<file path="src/rtl/if_prefetch_buffer.sv">
// if_prefetch_buffer: in-order instruction prefetch queue between imem and decode, with redirect flush and
// drop accounting for requests still in flight when the queue is flushed.
module if_prefetch_buffer #(
  parameter int          DEPTH    = 4,
  parameter logic [63:0] RESET_PC = 64'h0
) (
  input  logic        clk,
  input  logic        resetn,
  output logic        imem_req_valid,
  output logic [63:0] imem_req_addr,
  input  logic        imem_req_ready,
  input  logic        imem_rsp_valid,
  input  logic [31:0] imem_rsp_data,
  input  logic        redirect_valid,
  input  logic [63:0] redirect_pc,
  output logic        id_valid,
  output logic [63:0] id_pc,
  output logic [31:0] id_inst,
  input  logic        id_ready
);
  localparam int AW = $clog2(DEPTH);
  // Extra headroom: back-to-back redirects can stack drops beyond one queue's worth.
  localparam int CW = AW + 2;
  logic [63:0]    pc_q [DEPTH];
  logic [31:0]    inst_q [DEPTH];
  logic [DEPTH-1:0] filled_q, filled_d;
  logic [AW-1:0]  head_q, head_d, tail_q, tail_d, fill_q, fill_d;
  logic [CW-1:0]  cnt_q, cnt_d, out_q, out_d, drop_q, drop_d;
  logic [63:0]    fpc_q, fpc_d;
  logic           alloc, pop, fill, rsp_live;

  assign imem_req_valid = resetn & (cnt_q < CW'(DEPTH)) & ~redirect_valid;
  assign imem_req_addr  = fpc_q;
  assign id_valid       = filled_q[head_q] & ~redirect_valid;
  assign id_pc          = pc_q[head_q];
  assign id_inst        = inst_q[head_q];
  assign alloc          = imem_req_valid & imem_req_ready;
  assign pop            = id_valid & id_ready;
  assign rsp_live       = imem_rsp_valid & ((drop_q != '0) | (out_q != '0));
  assign fill           = imem_rsp_valid & ~redirect_valid & (drop_q == '0) & (out_q != '0);

  always_comb begin
    head_d = redirect_valid ? '0 : head_q + AW'(pop);
    tail_d = redirect_valid ? '0 : tail_q + AW'(alloc);
    fill_d = redirect_valid ? '0 : fill_q + AW'(fill);
    cnt_d  = redirect_valid ? '0 : cnt_q + CW'(alloc) - CW'(pop);
    out_d  = redirect_valid ? '0 : out_q + CW'(alloc) - CW'(fill);
    // A response arriving on the redirect edge retires one in-flight request right away.
    drop_d = redirect_valid ? drop_q + out_q - CW'(rsp_live)
                            : drop_q - CW'(imem_rsp_valid && (drop_q != '0));
    fpc_d  = redirect_valid ? (redirect_pc & ~64'd3) : fpc_q + (alloc ? 64'd4 : 64'd0);
    filled_d = filled_q;
    if (redirect_valid) filled_d = '0;
    else begin
      if (alloc) filled_d[tail_q] = 1'b0;
      if (fill) filled_d[fill_q] = 1'b1;
      if (pop) filled_d[head_q] = 1'b0;
    end
  end

  always_ff @(posedge clk or negedge resetn) begin
    if (!resetn) begin
      head_q   <= '0;
      tail_q   <= '0;
      fill_q   <= '0;
      cnt_q    <= '0;
      out_q    <= '0;
      drop_q   <= '0;
      fpc_q    <= RESET_PC;
      filled_q <= '0;
      for (int i = 0; i < DEPTH; i++) begin
        pc_q[i]   <= '0;
        inst_q[i] <= '0;
      end
    end else begin
      head_q   <= head_d;
      tail_q   <= tail_d;
      fill_q   <= fill_d;
      cnt_q    <= cnt_d;
      out_q    <= out_d;
      drop_q   <= drop_d;
      fpc_q    <= fpc_d;
      filled_q <= filled_d;
      if (alloc) pc_q[tail_q] <= fpc_q;
      if (fill) inst_q[fill_q] <= imem_rsp_data;
    end
  end
endmodule

</file>
<file path="config.mk">
export PLATFORM = sky130hd
export DESIGN_NAME = if_prefetch_buffer
export DESIGN_NICKNAME = d
export VERILOG_FILES = /design/src/rtl/if_prefetch_buffer.sv
export SDC_FILE = /design/constraint.sdc
export NUM_CORES = 1
export LEC_CHECK = 0
export CAP_MARGIN = 20
export CORE_UTILIZATION = 60
export CTS_CLUSTER_DIAMETER = 30
export DETAILED_ROUTE_END_ITERATION = 8
export PLACE_DENSITY_LB_ADDON = 0.08
export SETUP_SLACK_MARGIN = 0.4
export SYNTH_ARGS = -nofsm -noshare
export SYNTH_HDL_FRONTEND = slang
export SYNTH_SLANG_ARGS = --single-unit
</file>
<file path="constraint.sdc">
create_clock -name clk -period 6.78 [get_ports clk]
set_input_delay 1.017 -clock clk [delete_from_list [all_inputs] [get_ports clk]]
set_output_delay 1.017 -clock clk [all_outputs]
set_load 0.02 [all_outputs]
</file>
==> flow_metrics.env <==
export IMPL_hold_viol=0
export IMPL_rr_worst_depth=10
export IMPL_post_drt_via_cell_ratio=6.05
export IMPL_post_synth_and_or_nand_nor_area_fraction=0.0672
export IMPL_synthCells=1541
export IMPL_core_area_mm2=0.0348
export IMPL_worst_endpoint_required_ns=7.31
export IMPL_vdd_drop_max_uv=370
export IMPL_rr_startpoint="cnt_q[2]$_DFF_PN0_"
export IMPL_post_cts_setup_buffer_count=0
export IMPL_setup_violations=0
export IMPL_drt_wl_total_um=53500
export IMPL_route_vias_total=14100
export IMPL_least_setup_slack_across_all_paths_after_layout_ns=2.31
export IMPL_layout_area_seq_mm2=0.0115
export IMPL_synthXorXnorAreaFrac=0.0217
export IMPL_floorplan_io_pins=264
export IMPL_cell_taking_the_most_area_after_synthesis="dfrtp_1"
export IMPL_grt_pass1_wl_um=86000
export IMPL_grt_setup_unrepaired="false"
export IMPL_fin_worst_skew_ns=0.0204
export IMPL_buffer_ports_inserted=257
export IMPL_fin_util=0.793
export IMPL_placement_setup_worst_slack_ns=1.66
export IMPL_synth_warnings=0
export IMPL_synth_mux_area_frac=0.301
export IMPL_worst_path_max_fanout=67
export IMPL_critical_path_cell_chain="buf_8 -> nand2_1 -> nor3b_1 -> ha_1 -> nand4_1 -> or4_1 -> nor4_1 -> or4b_1 -> o211ai_1"
export IMPL_drt_pass1_iter_count=5
export IMPL_holdCritPathClass="primary input to async pin"
export IMPL_number_of_synthesized_flops_with_an_enable_pin=0
export IMPL_run_status="finished, final reports clean"
export IMPL_cts_root_buffer_cell="clkbuf_16"
export IMPL_grt_start_max_net_pins=96
export IMPL_drtAntennaViolNets=0
export IMPL_setup_worst_path_start_class="primary input"
export IMPL_post_cts_resized=0
export IMPL_num_rows=68
export IMPL_worst_setup_path_type="primary input to flip-flop"
export IMPL_cts_buffers=95
export IMPL_final_layout_size_suffix_gt1_frac=0.362
export IMPL_critical_path_top_delay_family="simple AND/OR/NAND/NOR gates"
export IMPL_cts_htree_levels=3
export IMPL_worst_setup_path_endpoint="imem_req_addr[57]$_DFF_PN0_"
export IMPL_postSynth_topFlopCell="dfrtp_1"
export IMPL_grt_pass1_vias=15400
export IMPL_synth_seq_area_share=0.538
export IMPL_die_area_mm2=0.0364
export IMPL_post_synth_main_area_contributors="dfrtp_1 54%, mux2_2 20%, mux4_2 10%"
export IMPL_critical_path_max_stage_delay_ns=0.89
export IMPL_postSynthAreaPerCell_um2=13.9
export IMPL_layout_common_cells="458 x dfrtp_1, 378 x mux2_2, 255 x clkdlybuf4s50_1"
export IMPL_static_leakage_power_uw=0.0123
export IMPL_post_synth_top_area_fraction=0.538
export IMPL_crit_arrival_ns=5.00
export IMPL_clock_fmax_mhz=224
export IMPL_drc_markers=0
export IMPL_synthArstFlopShare=1.00
export IMPL_n_fill_cell=2055
export IMPL_initial_core_util=0.615
export IMPL_drt_wirelength_per_cell_um=22.9
export IMPL_critical_path_cell_count=9
export IMPL_multi_input_comb_area_mm2=0.00933
export IMPL_timing_critical_path_buf_inv=1
export IMPL_area_growth_syn_to_layout_pct=28.9
export IMPL_post_synth_fa_ha_maj_area_fraction=0.0168
export IMPL_worst_slew_pin_slew_ns=1.08
export IMPL_floorplan_die_height_um=191
export IMPL_power_density_cell_area_mw_per_mm2=354
export IMPL_synth_area_mm2=0.0214
export IMPL_max_cap_viol_count=0
export IMPL_path_clk_slew_ns=0.05
export IMPL_clock_sinks=460
export IMPL_main_combinational_cell_family_by_area_after_synthesis="multiplexers"
export IMPL_total_global_routing_overflow=0
export IMPL_timing_reg2reg_setup_slack_ns=2.68
export IMPL_cp_startpoint="resetn"
export IMPL_clock_tree_from_tritoncts="done"
export IMPL_finalSetupTns_ns=0
export IMPL_place_gp_congestion=0.861
export IMPL_critPathSlowestCell="nor3b_1"
export IMPL_insertion_delay_ns=0.61
export IMPL_place_detailed_hpwl_um=32200
export IMPL_layout_min_cycle_time_ns=4.47
export IMPL_timing_critical_path_to_type="flip-flop"
export IMPL_final_common_cell="dfrtp_1"
export IMPL_grt_util_overall=0.309
export IMPL_first_drt_iteration_drcs=836
export IMPL_antenna_found_initial=3
export IMPL_synth_compound_area_share=0.0257
export IMPL_cts_root_to_sink_buffers=3
export IMPL_timing_final_max_slew_violations=0
export IMPL_die_x_um=191
export IMPL_ys_ff_latch=460
export IMPL_timing_rr_end="imem_req_addr[57]$_DFF_PN0_"
export IMPL_max_slew_margin_rel=0.276
export IMPL_cts_hold_repair_buffers=0
export IMPL_timing_final_crit_share=0.660
export IMPL_synth_lib_cells_used_distinct=51
export IMPL_nets=1932
worst register-to-register path, stage by stage, from the launching register on:
cell	delay, ns
dfrtp_1	0.36
inv_1	0.07
ha_1	0.14
nand2_1	0.06
nor3b_1	0.89
ha_1	0.35
nand4_1	0.23
or4_1	0.64
nor4_1	0.69
or4b_1	0.50
o211ai_1	0.09
metrics by stage:
stage | std cells | instance area (um^2) | total power [uW] | hold slack [ns]
final | 2338 | 27600 | 9770 | 0.336
after global routing | 2336 | 27600 | 10200 | 0.371
after CTS | 2335 | 27600 | 9850 | 0.349
after detailed placement | 2160 | 24300 | 5160 | 0.473
after global placement | 2160 | 24300 | 5090 | 0.467
after floorplan | 1544 | 21400 | 4370 | 0.443
routing by layer:
metal / GRT usage / up-vias / routed length [um]
li1: - / 6188 / -
met1: 0.396 / 7373 / 21200
met2: 0.517 / 507 / 27300
met3: 0.0718 / 76 / 3970
met4: 0.105 / 4 / 1000
met5: 0 / - / 32
cell usage after synthesis, drive strengths merged (2+ instances only):
library cell,number
ha,24
and2,9
nor3,13
nor2,45
and3,9
nor4,16
mux2i,5
nand3,29
o31ai,5
mux2,378
a22oi,2
or4,10
clkbuf,76
nand2,77
a21o,3
xnor2,27
a31oi,16
nor2b,11
buf,43
mux4,95
and4,4
fa,3
nor3b,3
dfrtp,460
a311oi,2
or3,10
xor2,26
inv,34
o21ai,50
a21oi,8
nand4,36
where the power goes:
group / leakage, uW / switching [uW] / internal (uW)
registers: 0.00610 / 289 / 3120
clock network: 0.00158 / 1510 / 3110
logic: 0.00465 / 787 / 949
kinds of logic (layout without fill, tap and decap cells):
group                    after synthesis  after routing
buffers and inverters                153            490
AND/OR/NAND/NOR                      275            275
other                                  1              6
AO/OA/AOI/OAI                         94             94
flip-flops                           460            460
adder cells (fa/ha/maj)               27             27
XOR/XNOR                              53             53
multiplexers                         478            478
final cells by class:
| class | count | share of cell area |
|---|---|---|
| Sequential cell | 460 | 0.418 |
| Multi-Input combinational cell | 931 | 0.338 |
| Timing Repair Buffer | 281 | 0.101 |
| Clock buffer | 114 | 0.0933 |
| Clock inverter | 61 | 0.0239 |
| Tap cell | 455 | 0.0206 |
| Inverter | 34 | 0.00463 |
| Antenna cell | 2 | 0.000181 |
sequential cells by signal (all words and copies together) (netlist names):
| signal | cells |
|---|---|
| inst_q | 128 |
| drop_q | 4 |
| pc_q | 248 |
| imem_req_addr | 62 |
| fill_q | 2 |
| cnt_q | 4 |
| head_q | 2 |
| filled_q | 4 |
| tail_q | 2 |
| out_q | 4 |
how the worst min path moves through the flow:
stage	from	endpoint	slack (ns)	depth (start not counted)
6_report	resetn	pc_q[139]$_DFFE_PN0P_	0.34	1
5_1_grt	resetn	pc_q[139]$_DFFE_PN0P_	0.37	1
2_1_floorplan	drop_q[3]$_DFF_PN0_	drop_q[3]$_DFF_PN0_	0.44	1
3_5_place_dp	pc_q[37]$_DFFE_PN0P_	pc_q[37]$_DFFE_PN0P_	0.47	2
4_1_cts	resetn	pc_q[139]$_DFFE_PN0P_	0.35	1
3_3_place_gp	pc_q[10]$_DFFE_PN0P_	pc_q[10]$_DFFE_PN0P_	0.47	2
No activity file was read; power rests on OpenSTA's default activity.
